## src/rtl/ctrl_pipe.sv

```systemverilog
// rtl/ctrl_pipe.sv - control-signal pipeline carrying decoded control through ID/EX, EX/MEM, MEM/WB
// Handles bubble insertion, flush, two stall levels and counts retired instructions.
module ctrl_pipe #(
  parameter int RETIRE_W = 32
) (
  input  logic                clk,
  input  logic                reset,
  input  logic                ValidD,
  input  logic                RegWriteD,
  input  logic                MemtoRegD,
  input  logic                MemWriteD,
  input  logic                ALUSrcD,
  input  logic                RegDstD,
  input  logic                ALUSelectShilfD,
  input  logic [3:0]          ALUCtrlD,
  input  logic [4:0]          RsD,
  input  logic [4:0]          RtD,
  input  logic [4:0]          RdD,
  input  logic                FlushE,
  input  logic                StallE,
  input  logic                StallM,
  output logic                ValidE,
  output logic                RegWriteE,
  output logic                MemtoRegE,
  output logic                MemWriteE,
  output logic                ALUSrcE,
  output logic                ALUSelectShilfE,
  output logic [3:0]          ALUCtrlE,
  output logic [4:0]          RsE,
  output logic [4:0]          RtE,
  output logic [4:0]          WriteRegE,
  output logic                ValidM,
  output logic                RegWriteM,
  output logic                MemtoRegM,
  output logic                MemWriteM,
  output logic [4:0]          WriteRegM,
  output logic                ValidW,
  output logic                RegWriteW,
  output logic                MemtoRegW,
  output logic [4:0]          WriteRegW,
  output logic [RETIRE_W-1:0] RetireCount
);

  localparam logic [RETIRE_W-1:0] RETIRE_ONE = RETIRE_W'(1);

  logic       reg_dst_e;
  logic [4:0] rd_e;

  assign WriteRegE = reg_dst_e ? rd_e : RtE;

  // Stage E: holds under either stall; an invalid Decode slot is never trusted.
  always_ff @(posedge clk or posedge reset) begin
    if (reset) begin
      ValidE          <= 1'b0;
      RegWriteE       <= 1'b0;
      MemtoRegE       <= 1'b0;
      MemWriteE       <= 1'b0;
      ALUSrcE         <= 1'b0;
      reg_dst_e       <= 1'b0;
      ALUSelectShilfE <= 1'b0;
      ALUCtrlE        <= 4'd0;
      RsE             <= 5'd0;
      RtE             <= 5'd0;
      rd_e            <= 5'd0;
    end else if (StallM || StallE) begin
      ValidE <= ValidE;
    end else if (FlushE || !ValidD) begin
      ValidE          <= 1'b0;
      RegWriteE       <= 1'b0;
      MemtoRegE       <= 1'b0;
      MemWriteE       <= 1'b0;
      ALUSrcE         <= 1'b0;
      reg_dst_e       <= 1'b0;
      ALUSelectShilfE <= 1'b0;
      ALUCtrlE        <= 4'd0;
      RsE             <= 5'd0;
      RtE             <= 5'd0;
      rd_e            <= 5'd0;
    end else begin
      ValidE          <= 1'b1;
      RegWriteE       <= RegWriteD;
      MemtoRegE       <= MemtoRegD;
      MemWriteE       <= MemWriteD;
      ALUSrcE         <= ALUSrcD;
      reg_dst_e       <= RegDstD;
      ALUSelectShilfE <= ALUSelectShilfD;
      ALUCtrlE        <= ALUCtrlD;
      RsE             <= RsD;
      RtE             <= RtD;
      rd_e            <= RdD;
    end
  end

  // Stage M: a held E produces a bubble here rather than a duplicate.
  always_ff @(posedge clk or posedge reset) begin
    if (reset) begin
      ValidM    <= 1'b0;
      RegWriteM <= 1'b0;
      MemtoRegM <= 1'b0;
      MemWriteM <= 1'b0;
      WriteRegM <= 5'd0;
    end else if (StallM) begin
      ValidM <= ValidM;
    end else if (StallE) begin
      ValidM    <= 1'b0;
      RegWriteM <= 1'b0;
      MemtoRegM <= 1'b0;
      MemWriteM <= 1'b0;
      WriteRegM <= 5'd0;
    end else begin
      ValidM    <= ValidE;
      RegWriteM <= RegWriteE;
      MemtoRegM <= MemtoRegE;
      MemWriteM <= MemWriteE;
      WriteRegM <= WriteRegE;
    end
  end

  always_ff @(posedge clk or posedge reset) begin
    if (reset) begin
      ValidW    <= 1'b0;
      RegWriteW <= 1'b0;
      MemtoRegW <= 1'b0;
      WriteRegW <= 5'd0;
    end else if (StallM) begin
      ValidW    <= 1'b0;
      RegWriteW <= 1'b0;
      MemtoRegW <= 1'b0;
      WriteRegW <= 5'd0;
    end else begin
      ValidW    <= ValidM;
      RegWriteW <= RegWriteM;
      MemtoRegW <= MemtoRegM;
      WriteRegW <= WriteRegM;
    end
  end

  // Counts the instruction leaving W; W never holds so each is seen once.
  always_ff @(posedge clk or posedge reset) begin
    if (reset) begin
      RetireCount <= '0;
    end else if (ValidW) begin
      RetireCount <= RetireCount + RETIRE_ONE;
    end
  end

endmodule

```

## config.mk

```make
export PLATFORM = sky130hd
export DESIGN_NAME = ctrl_pipe
export DESIGN_NICKNAME = d
export VERILOG_FILES = /design/src/rtl/ctrl_pipe.sv
export SDC_FILE = /design/constraint.sdc
export NUM_CORES = 1
export LEC_CHECK = 0
export CORE_MARGIN = 3
export CORE_UTILIZATION = 48
export CTS_CLUSTER_DIAMETER = 30
export DETAILED_ROUTE_END_ITERATION = 10
export PLACE_DENSITY = 0.88
export SYNTH_ARGS = -nofsm -noshare
export SYNTH_HDL_FRONTEND = slang
export SYNTH_SLANG_ARGS = --single-unit
```

## constraint.sdc

```tcl
create_clock -name clk -period 4.5 [get_ports clk]
set_input_delay 1.35 -clock clk [delete_from_list [all_inputs] [get_ports clk]]
set_output_delay 1.35 -clock clk [all_outputs]
set_load 0.01 [all_outputs]
```

==> impl_metrics.tcl, run 1 <==
set metrics [dict create \
    synth-edff-count 0 \
    crit_slowest_cell "or2_2" \
    detail-route-antenna-nets 0 \
    tns_ps 0 \
    hold_viol 0 \
    synthMuxAreaShare_pct 2.23 \
    overflow 0 \
    worst_hold_path_type "register to register" \
    clock_path_buffers 2 \
    grt_pass1_wl_um 11700 \
    seq_area_frac_synth_pct 62.0 \
    skew_ps 7.18 \
    async_flop_share_pct 100 \
    clkLatencyLatePin_ps 350 \
    die_h_um 85.4 \
    rsz0062_at_grt "no" \
    avgRoutedWirePerCell_um 17.2 \
    cts-root-buf "clkbuf_8" \
    clock.fmax_mhz 318 \
    p_int_mw 1.10 \
    grt_antenna_before_repair 0 \
    htree_levels 3 \
    ys_types 29 \
    final-seq-area_um2 1880 \
    critPathCaptureType "register" \
    slew_headroom_pct 39.4 \
    hpwlAfterDp_um 5060 \
    max_stage_delay_ps 500 \
    crit_required_ps 4770 \
    arrival_ps 3410 \
    core-area_um2 6030 \
    avgSynthCellArea_um2 13.0 \
    cts_tree "built" \
    hold_buffers 0 \
    syn_area_um2 3030 \
    numCtsBuffers 9 \
    place_congestion 0.779 \
    power_frac_comb_pct 13.7 \
    switching_share_pct 25.2 \
    cts_resized 0 \
    fillers 402 \
    clkTransAtPathRegs_ps 70 \
    syn_to_final_growth_pct 43.6 \
    drt_iter0_markers 88 \
    status "finished clean" \
    grt_usage_pct 20.8 \
    vias 2304 \
    start_util_pct 50.2 \
    clkPwrFrac_pct 35.5 \
    fp.dieArea_um2 7290 \
    grt_pass1_vias 2357 \
    cp_top_family "buffers and inverters" \
    worst_slew_pin_slew_ps 900 \
    grt_max_degree 28 \
    synth-compound-area-share_pct 9.84 \
    synth_top_family_by_area "simple AND/OR/NAND/NOR gates" \
    maxSlewViolCount 0 \
    fin_nets 374 \
    hold_ws_ps 488 \
    maxCapViolCount 0 \
    power_switching_uw 372 \
    ys_ff_latch 75 \
    die_x_um 85.4 \
    cpMostUsedCell "buf_4" \
    synth_xor_area_share_pct 8.97 \
    criticalPathCategory "input port to register" \
    ir_drop_mv 0.234 \
    multi_input_area_um2 1080 \
    synth_adder_area_share_pct 0.413 \
    ys_warn_count 0 \
    synth_simple_gate_area_share_pct 14.3 \
    p_total_mw 1.47 \
    placed_area_um2 4140 \
    fin_crit_sh_pct 69.8 \
    p_leak_nw 1.89 \
    worstPathCellList "clkdlybuf4s50_1, buf_4, or2_2, nor3b_2, buf_4, a22o_1" \
    seqPwrFrac_pct 50.8 \
    crit_fanout 27 \
    via_per_inst 5.46 \
    placementRows 28 \
    ios 105 \
    syn_nets 265 \
    startpoint_type "input port" \
    power_density_nw_per_um2 339 \
    routed_wl_um 7250 \
    synth_cells 233 \
    drc_errors 0 \
    final_cell_count_no_fill 422 \
    setup_violations 0 \
    drive_gt1_share_pct 10.7 \
    fin_area_um2 4350 \
    postCtsSetupBuffers 0 \
    placedCellCount 406 \
    n_antenna_cell 0 \
    synthFlopType "dfrtp_1" \
    crit_buf_inv 3 \
    final.min_clock_period_ps 3140 \
    io_buffers 104 \
    drt-pass1-iter-count 4 \
    cts.sinks 75 \
]
## layer usage
layer	wire (µm)	up-vias	GRT usage, %
li1	-	1059	-
met1	3000	1124	26.9
met2	3430	109	32.3
met3	689	12	7.09
met4	133	0	8.63
met5	0	-	0
## stage by stage
stage	worst slack [ps]	util, %
after floorplan	1240	-
after CTS	1350	72.1
final	1360	72.1
after detailed placement	1060	68.8
after global placement	1170	68.8
after global routing	1260	72.1
## state kept, by name (all words and copies together) (netlist names), 4 cells and up
signal	cells
RetireCount	32
RsE	5
RtE	5
WriteRegM	5
WriteRegW	5
rd_e	5
ALUCtrlE	4
## cell usage in the layout, fill, tap and decap left out, types with 3 or more instances in the layout
cell,synthesis,final
and4_1,4,4
nor3_1,6,6
xnor2_1,21,21
clkinvlp_4,0,4
and3_1,3,3
inv_1,5,4
nor4_2,4,4
nand3_1,10,10
nand4_1,9,9
nor2_1,3,3
mux2_2,6,6
nand2_1,13,13
dfrtp_1,75,75
xor2_1,10,10
a22o_1,32,32
buf_4,0,4
clkbuf_8,0,10
nor2b_1,8,8
clkdlybuf4s50_1,0,104
## cells by family after synthesis
family,after synthesis
flops,75
xor+xnor,31
compound gates,35
simple gates,70
buf+inv,15
fa+ha+maj,1
mux,6
## cell type report
cell class	count	area share [%]
clock buffer	10	3.17
clock inverter	6	1.50
inverter	5	0.432
multi-input combinational	143	24.9
sequential	75	43.2
tap	75	2.16
timing repair buffer	108	24.6
## synth_stat cells, types with 2 or more instances
master,n,area (µm²)
a22o_1,32,280
and3_1,3,18.8
and4_1,4,35.0
buf_2,2,10.0
clkbuf_1,6,22.5
dfrtp_1,75,1880
inv_1,5,18.8
mux2_2,6,67.6
nand2_1,13,48.8
nand2b_1,2,12.5
nand3_1,10,50.1
nand4_1,9,56.3
nor2_1,3,11.3
nor2b_1,8,50.1
nor3_1,6,30.0
nor4_1,2,12.5
nor4_2,4,50.1
o21ai_0,2,10.0
or2_2,2,12.5
xnor2_1,21,184
xor2_1,10,87.6
## power by group through the flow
| stage | clock network (mW) | registers [mW] | logic [mW] |
|---|---|---|---|
| after global placement | 0 | 0.759 | 0.199 |
| final | 0.523 | 0.750 | 0.202 |
| after global routing | 0.558 | 0.753 | 0.217 |
| after floorplan | 0 | 0.768 | 0.0671 |
| after CTS | 0.532 | 0.749 | 0.207 |
| after detailed placement | 0 | 0.760 | 0.205 |
## worst paths after layout
check | startpoint | to | slack [ps] | cells past startpoint
setup / recovery | StallM | ALUCtrlE[0] | 1360 | 6
hold / removal | RetireCount[31] | RetireCount[31] | 490 | 1
setup reg to reg | RetireCount[0] | RetireCount[28] | 2370 | 5
hold reg to reg | RetireCount[31] | RetireCount[31] | 490 | 1
max in group asynchronous | reset | RetireCount[27] | 2380 | 3
min in group asynchronous | reset | MemWriteE | 1370 | 2
Power figures use the tool's default switching activity.
==> run 2, diff against run 1 <==
--- a/config.mk
+++ b/config.mk
@@ -6,10 +6,10 @@
 export NUM_CORES = 1
 export LEC_CHECK = 0
 export CORE_MARGIN = 3
-export CORE_UTILIZATION = 48
+export CORE_UTILIZATION = 41
 export CTS_CLUSTER_DIAMETER = 30
 export DETAILED_ROUTE_END_ITERATION = 10
-export PLACE_DENSITY = 0.88
+export PLACE_DENSITY = 0.81
 export SYNTH_ARGS = -nofsm -noshare
 export SYNTH_HDL_FRONTEND = slang
 export SYNTH_SLANG_ARGS = --single-unit
==> constraint.sdc (replaced) <==
create_clock -name clk -period 2.76 [get_ports clk]
set_input_delay 0.828 -clock clk [delete_from_list [all_inputs] [get_ports clk]]
set_output_delay 0.828 -clock clk [all_outputs]
set_load 0.01 [all_outputs]
==> run 2 against run 1 <==
Net effect: first-iteration DRC count decreased by 15%; sequential cell count unchanged; highest routed layer unchanged; core utilization decreased by 9.3 points; non-clock buffer count increased by 1; via count decreased by 2.1%; routed wire length decreased by 7.3%; critical path type is now register to output port; clock skew about the same; global-route usage decreased by 3.7 points; critical path depth decreased by 4; register-to-register slack got worse by 1700 ps; hold slack got worse by 12 ps; final cell count increased by 5.2%.
==> impl_metrics.tcl, run 2 (same netlist as run 1, synthesis figures left out) <==
set metrics [dict create \
    numCtsBuffers 9 \
    power_density_nw_per_um2 539 \
    grt_usage_pct 17.1 \
    maxSlewViolCount 0 \
    syn_to_final_growth_pct 44.9 \
    skew_ps 7.48 \
    die_x_um 91.9 \
    grt_pass1_wl_um 11300 \
    fin_nets 375 \
    hp-start "RetireCount[31]" \
    largest_reg_flops 32 \
    place_congestion 0.811 \
    worst_slew_pin_slew_ps 838 \
    hold_path_depth 1 \
    cts_tree "built" \
    status "finished clean" \
    via_per_inst 5.08 \
    grt_pass1_vias 2290 \
    clock_path_buffers 2 \
    hold_end "RetireCount[31]" \
    wl_met3_um 619 \
    grt_antenna_before_repair 0 \
    arrival_ps 1680 \
    criticalPathCategory "register to output port" \
    postLayoutCoreUtil_pct 62.8 \
    tns_ps 0 \
    vias 2256 \
    htree_levels 3 \
    r2r_cells 5 \
    clkPwrFrac_pct 34.5 \
    p_total_mw 2.36 \
    startpoint_type "register" \
    postCtsSetupBuffers 0 \
    drc_errors 0 \
    io_buffers 104 \
    power_switching_uw 567 \
    overflow 0 \
    avgRoutedWirePerCell_um 15.1 \
    power_frac_comb_pct 13.9 \
    drt-pass1-iter-count 4 \
    clock.fmax_mhz 398 \
    regMostFlops "RetireCount" \
    ff2ff_setup_slack_ps 700 \
    grt_max_degree 76 \
    worst_hold_path_type "register to register" \
    detail-route-antenna-nets 0 \
    die_h_um 91.9 \
    crit-reg2reg-launch "RetireCount[0]" \
    drt_iter0_markers 75 \
    rsz0062_at_grt "no" \
    cts-root-buf "clkbuf_8" \
    fillers 564 \
    clkTransAtPathRegs_ps 70 \
    hold_viol 0 \
    placed_area_um2 4190 \
    placedCellCount 428 \
    cts_resized 0 \
    placementRows 30 \
    setup_violations 0 \
    fin_area_um2 4380 \
    reg2reg_to "RetireCount[26]" \
    hpwlAfterDp_um 4870 \
    seqPwrFrac_pct 51.6 \
    routed_wl_um 6720 \
    hold_buffers 0 \
    final_cell_count_no_fill 444 \
    p_leak_nw 1.91 \
    final.min_clock_period_ps 2510 \
    fin_crit_sh_pct 91.0 \
    ir_drop_mv 0.298 \
    m1WireLength_um 2910 \
    final_common_cell "clkdlybuf4s50_1" \
    met2_length_um 3080 \
    fp.dieArea_um2 8450 \
    final_cell_mix "clkdlybuf4s50_1 (104), dfrtp_1 (75), a22o_1 (32), xnor2_1 (21), nand2_1 (13)" \
    crit_fanout 6 \
    clkLatencyLatePin_ps 340 \
    cts.sinks 75 \
    slew_headroom_pct 43.6 \
    p_int_mw 1.80 \
    switching_share_pct 24.0 \
    start_util_pct 43.4 \
    highest_layer "met4" \
    n_antenna_cell 0 \
    maxCapViolCount 0 \
    drive_gt1_share_pct 10.6 \
    crit_required_ps 1930 \
    ios 105 \
    core-area_um2 6980 \
    critPathCaptureType "output port" \
]
[run 2: power by group through the flow]
stage               Sequential (mW)  Clock (mW)  Combinational [mW]
CTS                            1.22       0.840               0.337
floorplan                      1.25           0               0.109
global route                   1.23       0.891               0.357
detailed placement             1.24           0               0.335
finish                         1.22       0.816               0.329
global placement               1.24           0               0.328
[run 2: cell type report]
cell class                      count  area (µm²)  area share, %
Timing Repair Buffer              109        1090           24.9
Tap cell                           96         120           2.74
Sequential cell                    75        1880           42.8
Inverter                            5        18.8          0.428
Clock inverter                      5        52.6           1.20
Clock buffer                       11         141           3.22
Multi-Input combinational cell    143        1080           24.7
[run 2: critical path, cell delays in order, from the launching register on]
cell and delay, ps:
dfrtp_1 460, mux2_2 380, clkdlybuf4s50_1 500
[run 2: routing by layer]
layer	track usage, %	vias to the layer above
met5	0	-
met4	7.67	0
met3	6.89	11
met2	26.2	92
met1	21.4	1096
li1	-	1057
[run 2: worst max-delay path by stage]
stage                     startpoint           end  slack (ps)
final                      reg_dst_e  WriteRegE[0]         250
after global routing       reg_dst_e  WriteRegE[1]         170
after CTS                  reg_dst_e  WriteRegE[0]         220
after detailed placement      StallE       rd_e[2]         470
after global placement        StallE       rd_e[3]         530
after floorplan                reset   ALUCtrlE[0]          20
[run 2: metrics by stage]
| stage | hold WS (ps) | worst slack, ps |
|---|---|---|
| 2_1_floorplan | 467 | 22.0 |
| 3_3_place_gp | 459 | 527 |
| 3_5_place_dp | 467 | 475 |
| 4_1_cts | 477 | 220 |
| 5_1_grt | 500 | 171 |
| 6_report | 476 | 248 |
